`src/rtl/int_add_arbiter.sv`:
```
// Round-robin arbiter that lets NUM_REQ requesters share one external integer adder.
// Each operation runs IDLE -> ISSUE -> OUT; the result is held in OUT until downstream accepts it.
module int_add_arbiter #(
    parameter int NUM_REQ    = 4,
    parameter int WIDTH_DATA = 32,
    parameter int WIDTH_OPC  = 6
) (
    input  logic                            clock,
    input  logic                            reset,
    input  logic [NUM_REQ-1:0]              I_Req,
    input  logic [NUM_REQ*WIDTH_OPC-1:0]    I_Opcode,
    input  logic [NUM_REQ*WIDTH_DATA-1:0]   I_SrcA,
    input  logic [NUM_REQ*WIDTH_DATA-1:0]   I_SrcB,
    output logic [NUM_REQ-1:0]              O_Ack,
    output logic                            O_En,
    output logic [WIDTH_OPC-1:0]            O_Opcode,
    output logic [WIDTH_DATA-1:0]           O_OperandA,
    output logic [WIDTH_DATA-1:0]           O_OperandB,
    input  logic                            I_AddValid,
    input  logic [WIDTH_DATA-1:0]           I_AddData,
    input  logic                            I_AddCond,
    output logic                            O_Valid,
    output logic [WIDTH_DATA-1:0]           O_Data,
    output logic                            O_Cond,
    output logic [$clog2(NUM_REQ)-1:0]      O_Id,
    input  logic                            I_Nack,
    output logic                            O_Err
);

    localparam int ID_W = $clog2(NUM_REQ);

    typedef enum logic [1:0] {IDLE, ISSUE, OUT} state_t;

    state_t          state;
    state_t          state_next;
    logic [ID_W-1:0] ptr;
    logic [ID_W-1:0] grant_idx;
    logic [ID_W-1:0] sel_idx;
    logic [ID_W-1:0] cand;
    logic            sel_found;

    // (base + offset) mod NUM_REQ for offsets below NUM_REQ, valid for non-power-of-two counts
    function automatic logic [ID_W-1:0] wrap_idx(input logic [ID_W-1:0] base, input int offset);
        int sum;
        sum = int'(base) + offset;
        if (sum >= NUM_REQ) sum = sum - NUM_REQ;
        return sum[ID_W-1:0];
    endfunction

    // Scan from the farthest offset down so the request closest to ptr wins
    always_comb begin
        sel_found = 1'b0;
        sel_idx   = '0;
        cand      = '0;
        for (int k = NUM_REQ - 1; k >= 0; k--) begin
            cand = wrap_idx(ptr, k);
            if (I_Req[cand]) begin
                sel_found = 1'b1;
                sel_idx   = cand;
            end
        end
    end

    always_ff @(posedge clock or negedge reset) begin
        if (!reset) state <= IDLE;
        else        state <= state_next;
    end

    always_comb begin
        state_next = state;
        case (state)
            IDLE:    if (sel_found) state_next = ISSUE;
            ISSUE:   state_next = I_AddValid ? OUT : IDLE;
            OUT:     if (!I_Nack) state_next = IDLE;
            default: state_next = IDLE;
        endcase
    end

    assign O_En = (state == ISSUE);

    always_ff @(posedge clock or negedge reset) begin
        if (!reset) begin
            ptr        <= '0;
            grant_idx  <= '0;
            O_Ack      <= '0;
            O_Opcode   <= '0;
            O_OperandA <= '0;
            O_OperandB <= '0;
            O_Valid    <= 1'b0;
            O_Data     <= '0;
            O_Cond     <= 1'b0;
            O_Id       <= '0;
            O_Err      <= 1'b0;
        end else begin
            O_Ack <= '0;
            if (state == IDLE && sel_found) begin
                O_Ack[sel_idx] <= 1'b1;
                grant_idx      <= sel_idx;
                ptr            <= wrap_idx(sel_idx, 1);
                O_Opcode       <= I_Opcode[sel_idx*WIDTH_OPC +: WIDTH_OPC];
                O_OperandA     <= I_SrcA[sel_idx*WIDTH_DATA +: WIDTH_DATA];
                O_OperandB     <= I_SrcB[sel_idx*WIDTH_DATA +: WIDTH_DATA];
            end
            // An adder that fails to answer in its issue cycle drops the op and flags it
            if (state == ISSUE) begin
                if (I_AddValid) begin
                    O_Valid <= 1'b1;
                    O_Data  <= I_AddData;
                    O_Cond  <= I_AddCond;
                    O_Id    <= grant_idx;
                end else begin
                    O_Err <= 1'b1;
                end
            end
            if (state == OUT && !I_Nack) O_Valid <= 1'b0;
        end
    end

endmodule

```
`config.mk`:
```
export PLATFORM = sky130hd
export DESIGN_NAME = int_add_arbiter
export DESIGN_NICKNAME = d
export VERILOG_FILES = /design/src/rtl/int_add_arbiter.sv
export SDC_FILE = /design/constraint.sdc
export NUM_CORES = 1
export LEC_CHECK = 0
export BUFFER_PORTS_ARGS = -buffer_cell sky130_fd_sc_hd__buf_2
export CAP_MARGIN = 20
export CORE_AREA = 8 8 161 163
export CTS_CLUSTER_SIZE = 30
export DETAILED_ROUTE_END_ITERATION = 6
export DIE_AREA = 0 0 169 171
export PLACE_DENSITY = 0.61
export SLEW_MARGIN = 10
export SYNTH_ARGS = -nofsm -noshare
export SYNTH_HDL_FRONTEND = slang
export SYNTH_SLANG_ARGS = --single-unit
```
`constraint.sdc`:
```
create_clock -name clock -period 1.8 [get_ports clock]
set_input_delay 0.09 -clock clock [delete_from_list [all_inputs] [get_ports clock]]
set_output_delay 0.09 -clock clock [all_outputs]
set_load 0.005 [all_outputs]
```
**Yosys cells after proc, flatten, opt, wreduce, memory -nomap -nowiden**

Cells that the tools add are included.

- Register bits: 117
- Input port bits: 321

- Add/sub/neg operators: 9
- Multipliers: 1
- Order comparisons: 11
- Equality and inequality tests: 4
- Shift-type cells: 3
- Muxes and demuxes: 31
- Bitwise logic cells: 1
- Reductions and logical operators: 11

Operators by type and width:

| kind | number |
|---|---|
| $shiftx 128x8->32 | 2 |
| $mux 2 | 12 |
| $shiftx 24x6->6 | 1 |
| $lt 2x3->1 const B | 5 |
| $ge 3x3->1 const B | 4 |
| $mux 1 | 12 |
| $sub 2x1->2 const B | 5 |
| $bmux 1 s2 | 4 |
| $reduce_and 2->1 | 4 |
| $add 2x1->3 const B | 2 |
| $add 2x2->3 const B | 2 |
| $pmux 2 s3 | 1 |
| $mul 2x2->4 const B | 1 |
| $mux 4 | 1 |
| $ne 2x2->1 const B | 2 |
| $reduce_bool 2->1 | 2 |
| $ge 2x3->1 const B | 1 |
| $logic_and 1x1->1 | 3 |
| $demux 1 s2 | 1 |
| $eq 2x1->1 const B | 1 |
| $eq 2x2->1 const B | 1 |
| $ge 2x1->1 const B | 1 |
| $logic_not 2->1 | 1 |
| $logic_not 1->1 | 1 |
| $not 1->1 | 1 |

**Longest topological paths before layout**

Gate-level depths: netlist (run 1).

- Word-level depth: 14
- Depth in mapped cells: 8

**Least setup slack after synthesis (run 1)**

OpenSTA, ideal clock, no wires.

- Path type: reg-to-reg
- Start: reg ptr[1]
- End: reg O_Opcode[5]
- Setup time: 126 ps
- Arrival time: 1824 ps
- Required time: 1674 ps
- Slack: -150 ps
- Stages on the path, launching flop included: 8
- Cell sequence: dfrtp_1 > mux2i_1 > o22a_1 > buf_4 > nand2_4 > buf_6 > mux2_4 > a221o_1

- Longest elaborated chain between the ends: 11

Ends and longest elaborated chain:

| element | RTL line | text |
|---|---|---|
| start: declaration | 36 | `logic [ID_W-1:0] ptr;` |
| start signal: assignment | 99 | `ptr <= wrap_idx(sel_idx, 1);` |
| $add 2x2->3 | 45 | `sum = int'(base) + offset;` |
| $ge 3x3->1 / $sub 2x1->2 (equally long branches) | 46 | `if (sum >= NUM_REQ) sum = sum - NUM_REQ;` |
| $mux 2 | 46 |  |
| $bmux 1 s2 | 57 | `if (I_Req[cand]) begin` |
| $mux 1 (not written as such) | 57 |  |
| $mux 2 (4 in a row) | 57 |  |
| $mul 2x2->4 | 100 | `O_Opcode <= I_Opcode[sel_idx*WIDTH_OPC +: WIDTH_OPC];` |
| $shiftx 24x6->6 | 100 |  |
| end signal: assignment | 100 |  |
| end: declaration | 16 | `output logic [WIDTH_OPC-1:0] O_Opcode,` |

Parallel ways exist; a longest one is shown, timed or not. The select of a mux whose other input is x is not followed.
A chain may end at the register's enable or synchronous reset.

**Worst setup path after layout (run 1)**

- Start: reg ptr[1]
- End: reg O_OperandA[8]

- Longest elaborated chain between the ends: 10

Ends and longest elaborated chain:

| element | RTL line | text |
|---|---|---|
| $add 2x2->3 | 45 |  |
| $ge 3x3->1 / $sub 2x1->2 (equally long branches) | 46 |  |
| $mux 2 | 46 |  |
| $bmux 1 s2 | 57 |  |
| $mux 1 (not written as such) | 57 |  |
| $mux 2 / $mux 1 (equally long branches) (4 in a row) | 57 |  |
| $shiftx 128x8->32 / $logic_and 1x1->1 (equally long branches) | 101, 96 |  |
| end signal: assignment | 101 | `O_OperandA <= I_SrcA[sel_idx*WIDTH_DATA +: WIDTH_DATA];` |
| end: declaration | 17 | `output logic [WIDTH_DATA-1:0] O_OperandA,` |

Parallel ways exist; a longest one is shown, timed or not. The select of a mux whose other input is x is not followed.

==> impl_results.md, run 1 <==
* Max Clk Rate at 0.499 GHz
* CP max FO at 20
* Clock sinks at 117
* Initial antenna violation count at 6
* Clock Tree Root: clkbuf_16
* Critical R2R Launch: ptr[1]$_DFFE_PN0P_
* P_leak at 5.34 nW
* Largest net degree at the start of global routing at 71
* Finished layout cell area at 10700 um^2
* Worst rel slew slack at 73.1%
* Starting Density at 28.6%
* Power, Total at 0.0170 W
* Finish-stage setup viols at 70
* First-pass GRT wire length at 46900 um
* RSZ-0062 raised after global routing: yes
* Fill cells at 2253
* Final worst slack at -202 ps
* Status: complete, but fails checks
* CTS tree: done
* Hold worst-path end: O_Opcode[1]$_DFFE_PN0P_
* Pwr dens at 1590 nW/um^2
* Hold_sp: I_Opcode[19]
* # rows at 56
* Met1 Usage GRT at 24.9%
* Post-Syn Area at 6650 um^2
* Period minus WS final at 2000 ps
* Most frequent cells in the layout: 431 x buf_2, 117 x dfrtp_1, 70 x nand3_1, 70 x a221o_1, 69 x a21oi_1
* Sequential cell area fraction in the yosys report at 44.1%
* Total GRT Usage at 21.3%
* Num CTS Buffers at 17
* Antenna-violating nets left at 0
* Grt met2 use at 36.2%
* Critical path class: reg -> reg
* Die Ht at 171 um
* Max-slew violations at 0
* Vias per std cell at 5.07
* Area grow syn2layout at 60.7%
* WL/cell at 22.3 um
* Skew final at 13.6 ps
* Fin. Hold Viols at 0
* DP Area at 9510 um^2
* CTS Buffer Depth at 2
* Routed vias at 7210
* Number of global-route vias before repair at 7794
* H-tree depth at 4
* Slew @ Worst Pin at 404 ps
* Placer Congestion at 0.838
* Distinct cells, synth at 33
* Failing checks: setup timing
* Min-Delay Path Class: in -> reg
* Number of nets in the layout at 1409
* Maximum VDD drop at 696 uV
* Worst R2R Path Depth at 6
* Worst Path Arrival at 2280 ps
* Global route hottest layer: met2
* Starting DRT DRC Count at 425
* Final HPWL DP at 23000 um
* Ratio of cells with drive above 1 in the final layout at 58.4%
* Avg Cell Area, Syn at 10.9 um^2
* Synthesis-stage register bit count at 117
* DRT Wirelength at 31700 um
* Net Count, Synth at 930
* Hold path depth at 3
* Total die area at 28900 um^2
* Chip width at 169 um
* Core footprint at 23300 um^2
* Crit end category: flop
* Drt pass-1 iters at 5
* Worst skew pair latency at 410 ps
* DRC at 0
* Max-Cap Viols at 0
* Required time worst endpoint at 2080 ps
* Startpoint types: flop
* Register-to-register setup slack at -200 ps
* Area of the multi-input gates at 3540 um^2
* Most common cell after layout, fill and taps aside: buf_2
* Crit Reg-Reg Endpoint: O_OperandA[8]$_DFFE_PN0P_
* Register area at 2930 um^2
* Yosys Warn Count at 0
* Final worst-path cycle share at 111%
* Total grt overflow at 0
* Clock slew at reported path FFs at 60 ps
* Cells after synthesis at 609
* Met3 global-route usage at 6.20%
* Port bufs at 432
* Top Ports at 433
## cells in the mapped netlist
master    count  share of area [%]
buf_1         4               0.23
nor2_2        1              0.094
o21ai_1       1              0.075
nand2b_1      2               0.19
buf_6         7                1.2
inv_1         4               0.23
o21ai_0      74                5.6
or3_1         1              0.094
mux2_2       38                6.4
a21boi_1      1               0.11
dfrtp_1     117                 44
mux2_1        7                1.2
buf_2        14                1.1
a21o_1        2               0.23
nand2_1       5               0.28
clkbuf_1     38                2.1
nor4_1        1              0.094
nand3b_1      1               0.11
a21oi_1      73                5.5
o22a_1        1               0.13
buf_4         1               0.11
nand3_1      70                5.3
a221o_1      70                 11
xnor2_1       1               0.13
nor3_1        3               0.23
o22ai_1       1              0.094
nor2_1        4               0.23
or2_2         1              0.094
nor2b_1       3               0.28
nand2_4       1               0.17
mux2i_1       1               0.15
a221oi_1      1               0.13
mux2_4       60                 14
## routing by layer
| layer | part of all wire, % | wire [um] |
|---|---|---|
| met5 | 0.098 | 31 |
| met4 | 2.9 | 930 |
| met3 | 8.5 | 2690 |
| met2 | 50 | 15800 |
| met1 | 39 | 12300 |
## worst max-delay path by stage
stage | startpoint | endpoint | slack, ps | depth (start not counted)
after global placement | ptr[1]$_DFFE_PN0P_ | O_OperandA[27]$_DFFE_PN0P_ | -230 | 7
after CTS | ptr[1]$_DFFE_PN0P_ | O_OperandA[8]$_DFFE_PN0P_ | -190 | 6
after floorplan | ptr[1]$_DFFE_PN0P_ | O_Opcode[5]$_DFFE_PN0P_ | -100 | 7
final | ptr[1]$_DFFE_PN0P_ | O_OperandA[8]$_DFFE_PN0P_ | -200 | 6
after global routing | ptr[1]$_DFFE_PN0P_ | O_OperandA[8]$_DFFE_PN0P_ | -300 | 6
after detailed placement | ptr[1]$_DFFE_PN0P_ | O_OperandA[27]$_DFFE_PN0P_ | -280 | 7
## per-stage QoR
stage / util (%) / std cells / setup WS [ps] / TNS (ps) / hold WS, ps
after floorplan: - / 609 / -98.5 / -6170 / -206
after global placement: 40.9 / 1344 / -227 / -7850 / 34.1
after detailed placement: 40.9 / 1344 / -278 / -10390 / 34.9
after CTS: 45.5 / 1419 / -191 / -10120 / 0.536
after global routing: 45.9 / 1421 / -299 / -17330 / 11.2
final: 45.9 / 1423 / -202 / -11040 / 25.4
## what timing repair did
action	in CTS	in global routing
pin swaps	1	3
hold buffers	38	0
hold endpoints to repair	138	0
cloned	2	0
resized for setup	13	29
setup buffers	3	1
setup endpoints to repair	73	73
## where the power goes
part	leakage (nW)	total [W]	switching, W	internal [W]
logic	3.62	0.00882	0.00433	0.00449
clock network	0.292	0.00353	0.00145	0.00208
registers	1.43	0.00463	0.000697	0.00393
total	5.34	0.0170	0.00647	0.0105
## sequential cells by signal, indices dropped and copies added, names as in the netlist
| name | cells |
|---|---|
| O_Ack | 4 |
| O_Cond | 1 |
| O_Data | 32 |
| O_Err | 1 |
| O_Id | 2 |
| O_Opcode | 6 |
| O_OperandA | 32 |
| O_OperandB | 32 |
| O_Valid | 1 |
| grant_idx | 2 |
| ptr | 2 |
| state | 2 |
## layout make-up
cell class                 count  area share (%)
inverter                       4           0.141
clock buffer                  17            3.98
timing repair buffer         523            29.9
tap                          319            3.74
multi-input combinational    425            33.2
antenna                        3          0.0703
sequential                   117            27.4
clock inverter                15            1.59
## kinds of logic (layout without fill, tap and decap cells)
family / Yosys count / count (layout) / share of synthesized area, %
AO/OA/AOI/OAI: 224 / 224 / 22.4
XOR/XNOR: 1 / 1 / 0.132
buffers and inverters: 68 / 559 / 4.95
flip-flops: 117 / 117 / 44.1
multiplexers: 106 / 106 / 21.3
other: 0 / 3 / 0
AND/OR/NAND/NOR: 93 / 94 / 7.14
## critical path: stages (launching register included)
cell,delay (ps)
dfrtp_1,410
mux2i_2,290
o22a_4,240
nand2_8,110
buf_16,190
mux2_4,310
a221o_1,320
Note: power is estimated with default switching activity, not from simulation.
==> run 2: changes to the inputs <==
Settings changed: SETUP_SLACK_MARGIN set to 0.4.
==> run 2 against run 1 <==
Effect of this change: the flow still finishes with violations (setup timing); clock skew shrank 4.6 ps; highest routed layer unchanged; wire length grew 0.49%; largest power group unchanged; total power grew 2.8%; final area grew 2.0%; hold slack gained 6.7 ps; utilization grew 0.93 points; worst setup slack gained 49 ps; maximum frequency grew 2.5%; via count grew 1.9%; cell count is essentially flat; non-clock buffer count grew 2.
==> impl_results.md, run 2 (synthesized netlist as in run 1, its figures left out) <==
* Status: complete, but fails checks
* Failing checks: setup timing
* Startpoint types: flop
* CTS Buffer Depth at 2 (unchanged)
* Top Ports at 433 (unchanged)
* Worst-path cell chain: buf_4 > nand2_1 > a221oi_2 > or2_2 > nor2_4 > buf_12 > a221o_1
* Power, Total at 0.0175 W (+2.8%)
* Seq pwr share at 26.6% (-0.7 points)
* Final worst-path cycle share at 109% (-2.7 points)
* Maximum VDD drop at 909 uV (+31%)
* Max Clk Rate at 0.512 GHz (+2.5%)
* Core footprint at 23300 um^2 (unchanged)
* Clk pwr share at 20.0% (-0.8 points)
* H-tree depth at 4 (unchanged)
* Drt pass-1 iters at 5 (unchanged)
* Fin. Hold Viols at 0 (unchanged)
* Starting DRT DRC Count at 488 (+15%)
* Area grow syn2layout at 64.0%
* Setup TNS at -8370 ps (+2660 ps)
* Sw Ratio at 37.7% (-0.45 points)
* P_sw at 0.00657 W (+1.6%)
* Clock sinks at 117 (unchanged)
* Fin util at 46.8% (+0.93 points)
* Fill cells at 2175 (-3.5%)
* Most common cell after layout, fill and taps aside: buf_2
* Skew final at 8.95 ps (-4.62 ps)
* Ratio of cells with drive above 1 in the final layout at 57.8% (-0.60 points)
* Total die area at 28900 um^2 (unchanged)
* Slew @ Worst Pin at 395 ps (-8.56 ps)
* CP top delay family: compound AO/OA/AOI/OAI gates
* Final HPWL DP at 21700 um (-5.7%)
* Worst Path Arrival at 2240 ps (-40 ps)
* Comb power frac at 53.4% (+1.5 points)
* Number of nets in the layout at 1410 (+0.071%)
* First-pass GRT wire length at 45500 um (-2.9%)
* Crit end category: flop
* Min-Delay Path Class: in -> reg
* Pwr dens at 1600 nW/um^2 (+0.75%)
* WP buf/inv at 2 (+1)
* Die Ht at 171 um (unchanged)
* Finish-stage setup viols at 70 (unchanged)
* Worst path max stage delay at 380 ps (-30 ps)
* Num CTS Buffers at 17 (unchanged)
* Max-slew violations at 0 (unchanged)
* Starting Density at 28.6% (unchanged)
* Port bufs at 432 (unchanged)
* DRC at 0 (unchanged)
* Largest registers: O_Data (32), O_OperandA (32), O_OperandB (32)
* Final worst slack at -153 ps (+48.6 ps)
* Chip width at 169 um (unchanged)
* Vias per std cell at 5.16 (+1.9%)
* Finished layout cell area at 10900 um^2 (+2.0%)
* DP Worst Slack at -150 ps (+129 ps)
* Clock slew at reported path FFs at 60 ps (about the same)
* Placer Congestion at 0.809 (-3.5%)
* WL/cell at 22.4 um (+0.56%)
* Clock Tree Root: clkbuf_16
* CTS tree: done
* # rows at 56 (unchanged)
* P_leak at 5.50 nW (+3.1%)
* Max-Cap Viols at 0 (unchanged)
* Total GRT Usage at 20.3% (-0.95 points)
* Worst rel slew slack at 73.7% (+0.57 points)
* Routed vias at 7344 (+1.9%)
* Required time worst endpoint at 2080 ps (about the same)
* Largest net degree at the start of global routing at 70 (-1.4%)
* CP max FO at 40 (+100%)
* Initial antenna violation count at 4 (-2)
* Period minus WS final at 1950 ps (-48.6 ps)
* Slowest-stage cell, CP: dfrtp_1
* DRT Wirelength at 31900 um (+0.49%)
* Worst skew pair latency at 410 ps (about the same)
* RSZ-0062 raised after global routing: yes
* Critical path class: reg -> reg
* Most frequent cells in the layout: 430 x buf_2, 117 x dfrtp_1, 81 x mux2_4, 72 x a21oi_1
* Total grt overflow at 0 (unchanged)
* Number of global-route vias before repair at 7610 (-2.4%)
* Cell internal pwr at 0.0109 W (+3.5%)
* DP Area at 9500 um^2 (-0.20%)
* Antenna-violating nets left at 0 (unchanged)
[run 2: cell types whose count changed in the layout (fill, tap and decap cells not counted), moves of 7 or more]
cell,delta
buf_4,-10
mux2_4,+18
mux2_2,-18
o21ai_2,-7
o21ai_0,+9
[run 2: worst reg2reg max path, cell delays in order, from the launching register on]
cell      delay, ps
dfrtp_1         380
buf_4           160
nand2_1          60
a221oi_2        380
or2_2           230
nor2_4           60
buf_12          160
a221o_1         390
[run 2: final timing paths]
kind	depth (start not counted)	end	startpoint	slack (ps)
hold / removal	3	O_OperandA[11]$_DFFE_PN0P_	I_SrcA[75]	30
min in group asynchronous	2	O_OperandB[21]$_DFFE_PN0P_	reset	140
hold reg to reg	1	O_Err$_DFFE_PN0P_	O_Err$_DFFE_PN0P_	460
max in group asynchronous	3	O_Data[3]$_DFFE_PN0P_	reset	1010
setup / recovery	7	O_OperandB[27]$_DFFE_PN0P_	ptr[1]$_DFFE_PN0P_	-150
setup reg to reg	7	O_OperandB[27]$_DFFE_PN0P_	ptr[1]$_DFFE_PN0P_	-150
[run 2: cell type report]
type	instances	area (um^2)	area share, %
Timing Repair Buffer	525	3360	30.8
Clock buffer	17	425	3.90
Multi-Input combinational cell	424	3600	33.0
Tap cell	319	399	3.66
Inverter	4	15.0	0.138
Sequential cell	117	2930	26.9
Antenna cell	1	2.50	0.0230
Clock inverter	15	168	1.54
[run 2: what timing repair did]
| action | in CTS | in global routing |
|---|---|---|
| hold buffers | 40 | 0 |
| pin swaps | 2 | 2 |
| buffers inserted | 1 | 4 |
| resized for setup | 14 | 33 |
| cloned | 2 | 7 |
| hold endpoints to repair | 122 | 0 |
| setup endpoints to repair | 114 | 112 |
[run 2: power groups by stage]
stage	Sequential [W]	Combinational (W)	Clock (W)
detailed placement	0.00460	0.00841	0
floorplan	0.00470	0.00476	0
global route	0.00477	0.0100	0.00370
CTS	0.00458	0.00874	0.00361
finish	0.00464	0.00932	0.00349
global placement	0.00459	0.00827	0
[run 2: layer usage]
| metal | GRT usage, % | routed length, um | part of all wire, % |
|---|---|---|---|
| met5 | 0 | 35 | 0.11 |
| met4 | 8.54 | 974 | 3.1 |
| met3 | 6.36 | 2810 | 8.8 |
| met2 | 34.5 | 15700 | 49 |
| met1 | 23.4 | 12300 | 39 |
[run 2: through the flow]
step | hold slack (ps) | std cells
floorplan | -206 | 609
global placement | 34.8 | 1335
detailed placement | 42.9 | 1335
CTS | 3.32 | 1410
global route | 22.2 | 1422
finish | 32.1 | 1422
